[src/rtl/mem_port_arbiter.sv]
// mem_port_arbiter
//   Shares a single memory port between instruction fetch (IF) and the
//   load/store unit (LS).
//
//   Only one transaction is in flight at a time. LS normally wins arbitration.
//   After MAX_LS_STREAK consecutive LS grants while IF was waiting, IF gets the
//   next grant.
//
// Transaction timeline (gnt in cycle N, mem_ack in cycle N+k):
//   - mem_req is high in cycles N+1..N+k.
//   - The owner's rvalid is high in cycle N+k+1.
//   - The next grant comes no earlier than cycle N+k+2.
//
// Ports:
//   clk, rst         clock; asynchronous active-high reset
//   if_req/if_addr   fetch request, held until if_gnt
//   if_gnt           fetch accepted (combinational pulse)
//   if_rvalid/rdata  fetch data return (registered pulse / held data)
//   ls_req/we/addr/wdata/wmask
//                    load/store request, held until ls_gnt
//   ls_gnt           load/store accepted (combinational pulse)
//   ls_rvalid/rdata  load/store completion; rdata is 0 for stores
//   mem_req/we/addr/wdata/wmask
//                    registered downstream request, stable until mem_ack
//   mem_ack/rdata    downstream completion; data valid with ack
//
// Optional build macro MEM_ARB_TIMEOUT_EN:
//   - Adds parameter TIMEOUT and a sticky bus_err output.
//   - A transaction that sees no mem_ack for TIMEOUT busy cycles is
//     abandoned.
//   - Its owner then receives an rvalid pulse with all-ones rdata.
module mem_port_arbiter #(
    parameter int ADDR_W        = 64,
    parameter int DATA_W        = 64,
    parameter int MAX_LS_STREAK = 4
`ifdef MEM_ARB_TIMEOUT_EN
    ,
    parameter int TIMEOUT       = 255
`endif
) (
    input  logic                clk,
    input  logic                rst,
    input  logic                if_req,
    input  logic [ADDR_W-1:0]   if_addr,
    output logic                if_gnt,
    output logic                if_rvalid,
    output logic [DATA_W-1:0]   if_rdata,
    input  logic                ls_req,
    input  logic                ls_we,
    input  logic [ADDR_W-1:0]   ls_addr,
    input  logic [DATA_W-1:0]   ls_wdata,
    input  logic [DATA_W/8-1:0] ls_wmask,
    output logic                ls_gnt,
    output logic                ls_rvalid,
    output logic [DATA_W-1:0]   ls_rdata,
    output logic                mem_req,
    output logic                mem_we,
    output logic [ADDR_W-1:0]   mem_addr,
    output logic [DATA_W-1:0]   mem_wdata,
    output logic [DATA_W/8-1:0] mem_wmask,
    input  logic                mem_ack,
    input  logic [DATA_W-1:0]   mem_rdata
`ifdef MEM_ARB_TIMEOUT_EN
    ,
    output logic                bus_err
`endif
);

    localparam int       MASK_W     = DATA_W / 8;
    localparam bit [3:0] STREAK_MAX = 4'(MAX_LS_STREAK);

    // The BUSY state also identifies the owner of the transaction in flight.
    typedef enum logic [1:0] {IDLE, BUSY_IF, BUSY_LS, RESP} state_e;

    state_e              state_q, state_d;
    logic [3:0]          streak_q, streak_d;
    logic                mem_req_q, mem_req_d;
    logic                mem_we_q, mem_we_d;
    logic [ADDR_W-1:0]   mem_addr_q, mem_addr_d;
    logic [DATA_W-1:0]   mem_wdata_q, mem_wdata_d;
    logic [MASK_W-1:0]   mem_wmask_q, mem_wmask_d;
    logic [DATA_W-1:0]   if_rdata_q, if_rdata_d;
    logic [DATA_W-1:0]   ls_rdata_q, ls_rdata_d;
    logic                if_rvalid_q, if_rvalid_d;
    logic                ls_rvalid_q, ls_rvalid_d;
    logic                if_gnt_c, ls_gnt_c;
    logic                busy;
    logic                timeout_hit;

    assign busy = (state_q == BUSY_IF) || (state_q == BUSY_LS);

`ifdef MEM_ARB_TIMEOUT_EN
    logic [7:0] tmo_cnt_q, tmo_cnt_d;
    logic       bus_err_q, bus_err_d;

    // The counter restarts at zero on entry to BUSY.
    // It hits TIMEOUT-1 on the TIMEOUT-th busy cycle without an ack.
    assign timeout_hit = busy && !mem_ack && (tmo_cnt_q == 8'(TIMEOUT - 1));

    always_comb begin
        tmo_cnt_d = busy ? tmo_cnt_q + 8'd1 : 8'd0;
        bus_err_d = bus_err_q | timeout_hit;
    end

    always_ff @(posedge clk or posedge rst) begin
        if (rst) begin
            tmo_cnt_q <= 8'd0;
            bus_err_q <= 1'b0;
        end else begin
            tmo_cnt_q <= tmo_cnt_d;
            bus_err_q <= bus_err_d;
        end
    end

    assign bus_err = bus_err_q;
`else
    assign timeout_hit = 1'b0;
`endif

    always_comb begin
        // NOTE: every signal gets a default before the case statement.
        // This way no path leaves a value unassigned, so no latch can be
        // inferred.
        state_d     = state_q;
        streak_d    = streak_q;
        mem_req_d   = mem_req_q;
        mem_we_d    = mem_we_q;
        mem_addr_d  = mem_addr_q;
        mem_wdata_d = mem_wdata_q;
        mem_wmask_d = mem_wmask_q;
        if_rdata_d  = if_rdata_q;
        ls_rdata_d  = ls_rdata_q;
        if_rvalid_d = 1'b0;
        ls_rvalid_d = 1'b0;
        if_gnt_c    = 1'b0;
        ls_gnt_c    = 1'b0;

        case (state_q)
            IDLE: begin
                // LS wins unless IF has already waited out a full streak.
                if (ls_req && !(if_req && streak_q == STREAK_MAX)) begin
                    ls_gnt_c    = 1'b1;
                    state_d     = BUSY_LS;
                    mem_req_d   = 1'b1;
                    mem_we_d    = ls_we;
                    mem_addr_d  = ls_addr;
                    mem_wdata_d = ls_wdata;
                    mem_wmask_d = ls_wmask;
                    if (!if_req)
                        streak_d = 4'd0;
                    else if (streak_q != STREAK_MAX)
                        streak_d = streak_q + 4'd1;
                end else if (if_req) begin
                    if_gnt_c    = 1'b1;
                    state_d     = BUSY_IF;
                    mem_req_d   = 1'b1;
                    mem_we_d    = 1'b0;
                    mem_addr_d  = if_addr;
                    mem_wdata_d = '0;
                    mem_wmask_d = '0;
                    streak_d    = 4'd0;
                end
            end
            BUSY_IF, BUSY_LS: begin
                if (mem_ack || timeout_hit) begin
                    mem_req_d = 1'b0;
                    state_d   = RESP;
                    if (state_q == BUSY_IF) begin
                        if_rvalid_d = 1'b1;
                        if_rdata_d  = mem_ack ? mem_rdata : '1;
                    end else begin
                        ls_rvalid_d = 1'b1;
                        if (!mem_ack)
                            ls_rdata_d = '1;
                        else
                            ls_rdata_d = mem_we_q ? '0 : mem_rdata;
                    end
                end
            end
            RESP:    state_d = IDLE;
            default: state_d = IDLE;
        endcase
    end

    // NOTE: state registers use non-blocking assignments.
    // Every flop then samples pre-edge values, whatever the evaluation order.
    always_ff @(posedge clk or posedge rst) begin
        if (rst) begin
            state_q     <= IDLE;
            streak_q    <= 4'd0;
            mem_req_q   <= 1'b0;
            mem_we_q    <= 1'b0;
            mem_addr_q  <= '0;
            mem_wdata_q <= '0;
            mem_wmask_q <= '0;
            if_rdata_q  <= '0;
            ls_rdata_q  <= '0;
            if_rvalid_q <= 1'b0;
            ls_rvalid_q <= 1'b0;
        end else begin
            state_q     <= state_d;
            streak_q    <= streak_d;
            mem_req_q   <= mem_req_d;
            mem_we_q    <= mem_we_d;
            mem_addr_q  <= mem_addr_d;
            mem_wdata_q <= mem_wdata_d;
            mem_wmask_q <= mem_wmask_d;
            if_rdata_q  <= if_rdata_d;
            ls_rdata_q  <= ls_rdata_d;
            if_rvalid_q <= if_rvalid_d;
            ls_rvalid_q <= ls_rvalid_d;
        end
    end

    assign if_gnt    = if_gnt_c;
    assign ls_gnt    = ls_gnt_c;
    assign if_rvalid = if_rvalid_q;
    assign ls_rvalid = ls_rvalid_q;
    assign if_rdata  = if_rdata_q;
    assign ls_rdata  = ls_rdata_q;
    assign mem_req   = mem_req_q;
    assign mem_we    = mem_we_q;
    assign mem_addr  = mem_addr_q;
    assign mem_wdata = mem_wdata_q;
    assign mem_wmask = mem_wmask_q;

endmodule

[config.mk]
export PLATFORM = sky130hd
export DESIGN_NAME = mem_port_arbiter
export DESIGN_NICKNAME = d
export VERILOG_FILES = /design/src/rtl/mem_port_arbiter.sv
export SDC_FILE = /design/constraint.sdc
export NUM_CORES = 1
export LEC_CHECK = 0
export CORE_AREA = 5 5 208 210
export DETAILED_ROUTE_END_ITERATION = 8
export DIE_AREA = 0 0 213 215
export DONT_BUFFER_PORTS = 1
export HOLD_SLACK_MARGIN = 0.15
export PLACE_DENSITY_LB_ADDON = 0.05
export SYNTH_ARGS = -nofsm -noshare
export SYNTH_HDL_FRONTEND = slang
export SYNTH_SLANG_ARGS = --single-unit
export TNS_END_PERCENT = 30
[constraint.sdc]
create_clock -name clk -period 10.6 [get_ports clk]
set_input_delay 2.12 -clock clk [delete_from_list [all_inputs] [get_ports clk]]
set_output_delay 2.12 -clock clk [all_outputs]
set_load 0.02 [all_outputs]
==> results of run 1 <==
[layer usage]
layer,track usage [%],vias to the layer above
li1,-,3823
met5,0,-
met2,29.6,338
met4,5.14,0
met1,20.5,4061
met3,8.05,46
[power groups by stage]
| stage | Clock, mW | Combinational (mW) | Sequential, mW |
|---|---|---|---|
| after floorplan | 0 | 1.02 | 2.43 |
| after global placement | 0 | 1.21 | 2.70 |
| after detailed placement | 0 | 1.24 | 2.69 |
| after CTS | 1.32 | 1.23 | 2.68 |
| after global routing | 1.36 | 1.38 | 2.71 |
| final | 1.27 | 1.20 | 2.65 |
[synth_stat cells]
library cell  instances
a31oi_1               2
a32o_1                1
and2_1                1
and3_1                2
buf_1                 5
buf_2                45
buf_4                 1
buf_6                 6
clkbuf_1             36
clkbuf_2              4
dfrtp_1             274
ha_1                  5
inv_1                10
mux2_2               65
mux2i_1               2
nand2_1             344
nand2b_1             64
nand3_1               2
nand3b_1              1
nand4_1              64
nand4b_2              1
nor2_1                3
nor2b_1               1
o211ai_1             15
o211ai_2             50
o21a_1                1
o21ai_0             130
o21ai_1              10
o22ai_1               1
o2bb2ai_1             1
o31ai_1               1
o32a_1                1
or2_2                 1
[state kept, by name (all words and copies together), names as in the netlist, 2 cells and up]
| name | count |
|---|---|
| mem_addr | 64 |
| if_rdata | 64 |
| mem_wmask | 8 |
| state_q | 2 |
| ls_rdata | 64 |
| streak_q | 4 |
| mem_wdata | 64 |
[final timing paths]
check | from | endpoint | slack (ns)
worst max-delay path | if_req | ls_gnt | 5.26
worst min-delay path | state_q[0]$_DFFE_PP0P_ | state_q[0]$_DFFE_PP0P_ | 0.56
worst max register to register | streak_q[0]$_DFFE_PP0P_ | mem_addr[62]$_DFFE_PP0P_ | 7.54
worst min register to register | state_q[0]$_DFFE_PP0P_ | state_q[0]$_DFFE_PP0P_ | 0.56
max in group asynchronous | rst | mem_wdata[59]$_DFFE_PP0P_ | 6.79
min in group asynchronous | rst | if_rdata[43]$_DFFE_PP0P_ | 1.50
[critical path: cells and delay by family]
family                 cells  cell delay (ns)
buffers and inverters      1             0.59
and+or+nand+nor            3             0.48
[logic make-up (layout without fill, tap and decap cells)]
kind of cell               Yosys count  after routing
adders and majority gates            5              5
and+or+nand+nor                    484            484
DFF                                274            274
AOI/OAI and AO/OA                  213            213
muxes                               67             67
other                                0              3
buffers and inverters              107             90
[stage by stage]
stage | total power, mW | instance area, um2 | cells | worst slack, ns
2_1_floorplan | 3.45 | 11900 | 1150 | 0.928
3_3_place_gp | 3.91 | 12200 | 1606 | 5.28
3_5_place_dp | 3.93 | 12200 | 1606 | 5.25
4_1_cts | 5.23 | 13500 | 1672 | 5.25
5_1_grt | 5.45 | 13500 | 1675 | 5.16
6_report | 5.12 | 13500 | 1675 | 5.26
[cell type report]
class | count | share of cell area, %
Sequential cell | 274 | 50.9
Multi-Input combinational cell | 769 | 33.6
Clock buffer | 55 | 8.21
Tap cell | 539 | 5.01
Clock inverter | 11 | 1.07
Timing Repair Buffer | 14 | 0.781
Inverter | 10 | 0.335
Antenna cell | 3 | 0.0558
==> flow_summary.toml, run 1 <==
[outcome]
status = "completed"

[sta]
finalCritPeriodShare_pct = 50.4
fin_crit_ns = 5.34
hold_viol = 0
slew_violations = 0
setup_viol = 0
max_slew.worst_pin.slew_ns = 1.04
hold_slack_ns = 0.558
rsz0062_at_grt = "no"
max_freq_ghz = 0.187
finClkSkew_ns = 0.0181
slew_headroom_pct = 30.7
fin_tns_setup_ns = 0

[layout]
regArea_um2 = 6860
drive_above_1_share_pct = 17.4
multi_input_area_um2 = 4530
area_growth_pct = 13.6
fillCellCount = 4287
final_util_pct = 32.5
layout_commonest_cell = "nand2_1"
final_cell_mix = "nand2_1, dfrtp_1, o21ai_0"
final_nets = 1380

[power]
p_sw_mw = 2.29
p_per_area_nw_per_um2 = 380
ir_drop_mv = 0.133
p_comb_share_pct = 23.5
leakage_nw = 5.85
clock_power_share_pct = 24.8
p_seq_share_pct = 51.7
switching_share_pct = 44.8
internal_power_mw = 2.83

[worst_setup_path]
crit_path_top_delay_cell = "buf_4"
crit_required_ns = 8.48
critical_path.max_fanout = 72
cp-end-kind = "primary output"
crit_chain = "nand4b_4, nand2_2, buf_4, nor2_1"
reg2reg_depth = 7
criticalPathCategory = "in2out"
cp.arrival_ns = 3.22
crit_path_start_kind = "input pin"
slowest_delay_ns = 0.59

[cts]
clk_latency_ns = 0.54
cts_buffer_depth = 3
cts-root-buf = "clkbuf_16"
numCtsBuffers = 36
clk_pin_slew_ns = 0.06
numClockSinks = 274
cts_hold_buffers = 0
htree_levels = 2
cts_setup_buffers = 0
cts_tree = "yes"
cts_resized = 0

[min_path]
hold_depth = 1
min_path_type = "reg2reg"

[floorplan]
die_w_um = 213
num_io_pins = 540
dieArea_um2 = 45800
placementRows = 75
die_h_um = 215
core_area_um2 = 41400
start_util_pct = 28.6

[global_route]
grt_max_degree = 93
antenna_found_initial = 3
grt_pass1_vias = 8737
grt.total_usage_pct = 17.7
grt_remaining_overflow = 0
grt_first_pass_wirelength_mm = 61.9

[drt]
wl_met1_mm = 15.8
routed_wirelength_mm = 42.5
drc = 0
vias = 8268
met2_length_mm = 21.0
drt_pass1_iterations = 4
top_layer_used = "met4"
vias_per_cell = 4.94
ant_nets = 0
drt-initial-drc-count = 454
dr_wl_met3_mm = 4.82
wire_per_inst_um = 25.4

[logic_synthesis]
synth.top_cell.area_share_pct = 57.9
yosysTopAreaCell = "dfrtp_1"
synthMuxAreaShare_pct = 6.35
yosys_register_bits = 274
synth_top_family_by_area = "simple AND/OR/NAND/NOR gates"
synth_xor_area_share_pct = 0
synth_nets = 1425
synth-warning-count = 0
syn_inst = 1150
synthAdderAreaFrac_pct = 0.528
synthSimpleGateAreaFrac_pct = 18.3
ys_top_cells_by_area = "dfrtp_1, nand2_1, mux2_2, o21ai_0, o211ai_2"
syn_area_per_cell_um2 = 10.3
synth.cell_area_um2 = 11900
synthDistinctLibCells = 33
synth_compound_area_share_pct = 12.7
yosysSeqAreaShare_pct = 57.9

[place]
dp_hpwl_mm = 29.1
gp_congestion = 0.783
io_buffers = 0

[job]
maxCapViolations = 0
(Power assumes the default switching activity.)
==> inputs of run 2 (changes only) <==
Clock period 10.6 ns to 5.5 ns, I/O delays scaled along.
==> run 2 against run 1 <==
Effect of this change: cell area is 0.47% lower; power is 91% higher; combinational power is 94% higher; highest routed layer is now met5; global-route usage hardly changed; via count is 0.22% higher.
==> flow_summary.toml, run 2 (same netlist as run 1, synthesis figures left out) <==
[power]
leakage_nw = 5.82
p_per_area_nw_per_um2 = 729
p_seq_share_pct = 52.4
p_sw_mw = 4.40
p_comb_share_pct = 23.8
switching_share_pct = 45.1
internal_power_mw = 5.36
ir_drop_mv = 0.268
clock_power_share_pct = 23.8

[layout]
final_util_pct = 32.4
final_nets = 1379
final_cell_mix = "nand2_1, dfrtp_1, o21ai_0"
multi_input_area_um2 = 4530
fillCellCount = 4269
antenna_cells = 0
regArea_um2 = 6860
area_growth_pct = 13.1
layout_commonest_cell = "nand2_1"
drive_above_1_share_pct = 16.8

[cts]
cts_setup_buffers = 0
cts_resized = 0
htree_levels = 2
cts_tree = "yes"
numCtsBuffers = 36
clk_latency_ns = 0.52
cts-root-buf = "clkbuf_16"
numClockSinks = 274
clk_pin_slew_ns = 0.05
cts_hold_buffers = 0
cts_buffer_depth = 3

[worst_setup_path]
cp.arrival_ns = 2.62
crit_path_start_kind = "flip-flop"
criticalPathCategory = "reg2out"
cp-end-kind = "primary output"
crit_required_ns = 4.40
critical_path.max_fanout = 41

[place]
gp_congestion = 0.799
dp_hpwl_mm = 29.0
io_buffers = 0

[floorplan]
num_io_pins = 540
die_h_um = 215
core_area_um2 = 41400
placementRows = 75
die_w_um = 213
dieArea_um2 = 45800
start_util_pct = 28.6

[drt]
ant_nets = 0
vias = 8286
drc = 0
drt_pass1_iterations = 6
routed_wirelength_mm = 42.2
vias_per_cell = 4.97
wire_per_inst_um = 25.3
drt-initial-drc-count = 575

[sta]
rsz0062_at_grt = "no"
slew_headroom_pct = 35.6
fin_crit_ns = 3.72
finClkSkew_ns = 0.0124
finalCritPeriodShare_pct = 67.6
slew_violations = 0
setup_viol = 0
hold_viol = 0
fin_tns_setup_ns = 0
max_slew.worst_pin.slew_ns = 0.966
max_freq_ghz = 0.269

[global_route]
grt.total_usage_pct = 17.7
grt_max_degree = 157
antenna_found_initial = 1
grt_remaining_overflow = 0
grt_first_pass_wirelength_mm = 62.3
grt_pass1_vias = 8924

[outcome]
status = "completed"

[min_path]
min_path_type = "reg2reg"

[job]
maxCapViolations = 0
==> run 2: metrics by stage <==
stage	instances	total power, mW	hold slack, ns	worst slack (ns)	instance area [um2]
after floorplan	1150	6.64	0.508	0.777	11900
after global placement	1605	7.54	0.542	2.01	12200
after detailed placement	1605	7.58	0.550	1.97	12200
after CTS	1668	9.96	0.562	1.74	13400
after global routing	1668	10.4	0.585	1.65	13400
final	1668	9.77	0.563	1.78	13400
==> run 2: routing by layer <==
metal / global-route usage (%) / wire [um] / up-vias
met2: 28.7 / 20000 / 369
met4: 6.04 / 1340 / 2
met5: 0 / 13 / -
li1: - / - / 3810
met3: 9.09 / 5450 / 68
met1: 20.2 / 15400 / 4037
==> run 2: power by group through the flow <==
stage	clock, mW	combinational, mW	sequential (mW)
2_1_floorplan	0	1.96	4.69
6_report	2.33	2.33	5.11
5_1_grt	2.49	2.69	5.24
3_5_place_dp	0	2.39	5.19
3_3_place_gp	0	2.33	5.22
4_1_cts	2.41	2.38	5.16
==> run 2: critical path, cell delays in order, from the launching register on <==
cell and delay [ns]:
dfrtp_1 0.40, inv_1 0.09, ha_2 0.67, buf_4 0.54
and3_1 0.37
==> run 2: worst paths after layout <==
| kind | startpoint | slack, ns | cells after the start | endpoint |
|---|---|---|---|---|
| min | state_q[1]$_DFFE_PP0P_ | 0.56 | 2 | state_q[1]$_DFFE_PP0P_ |
| max | state_q[0]$_DFFE_PP0P_ | 1.78 | 4 | if_gnt |
| min in group asynchronous | rst | 0.65 | 2 | ls_rdata[4]$_DFFE_PP0P_ |
| max reg2reg | state_q[0]$_DFFE_PP0P_ | 2.46 | 7 | mem_addr[3]$_DFFE_PP0P_ |
| min reg2reg | state_q[1]$_DFFE_PP0P_ | 0.56 | 2 | state_q[1]$_DFFE_PP0P_ |
| max in group asynchronous | rst | 4.00 | 2 | mem_wmask[2]$_DFFE_PP0P_ |
==> run 2: final cells by class <==
| cell class | instances | share of cell area, % |
|---|---|---|
| clock buffers | 56 | 8.04 |
| clock inverters | 7 | 0.663 |
| inverters | 10 | 0.308 |
| multi-input cells | 769 | 33.8 |
| flip-flops and latches | 274 | 51.2 |
| well taps | 539 | 5.03 |
| repair buffers | 13 | 1.01 |
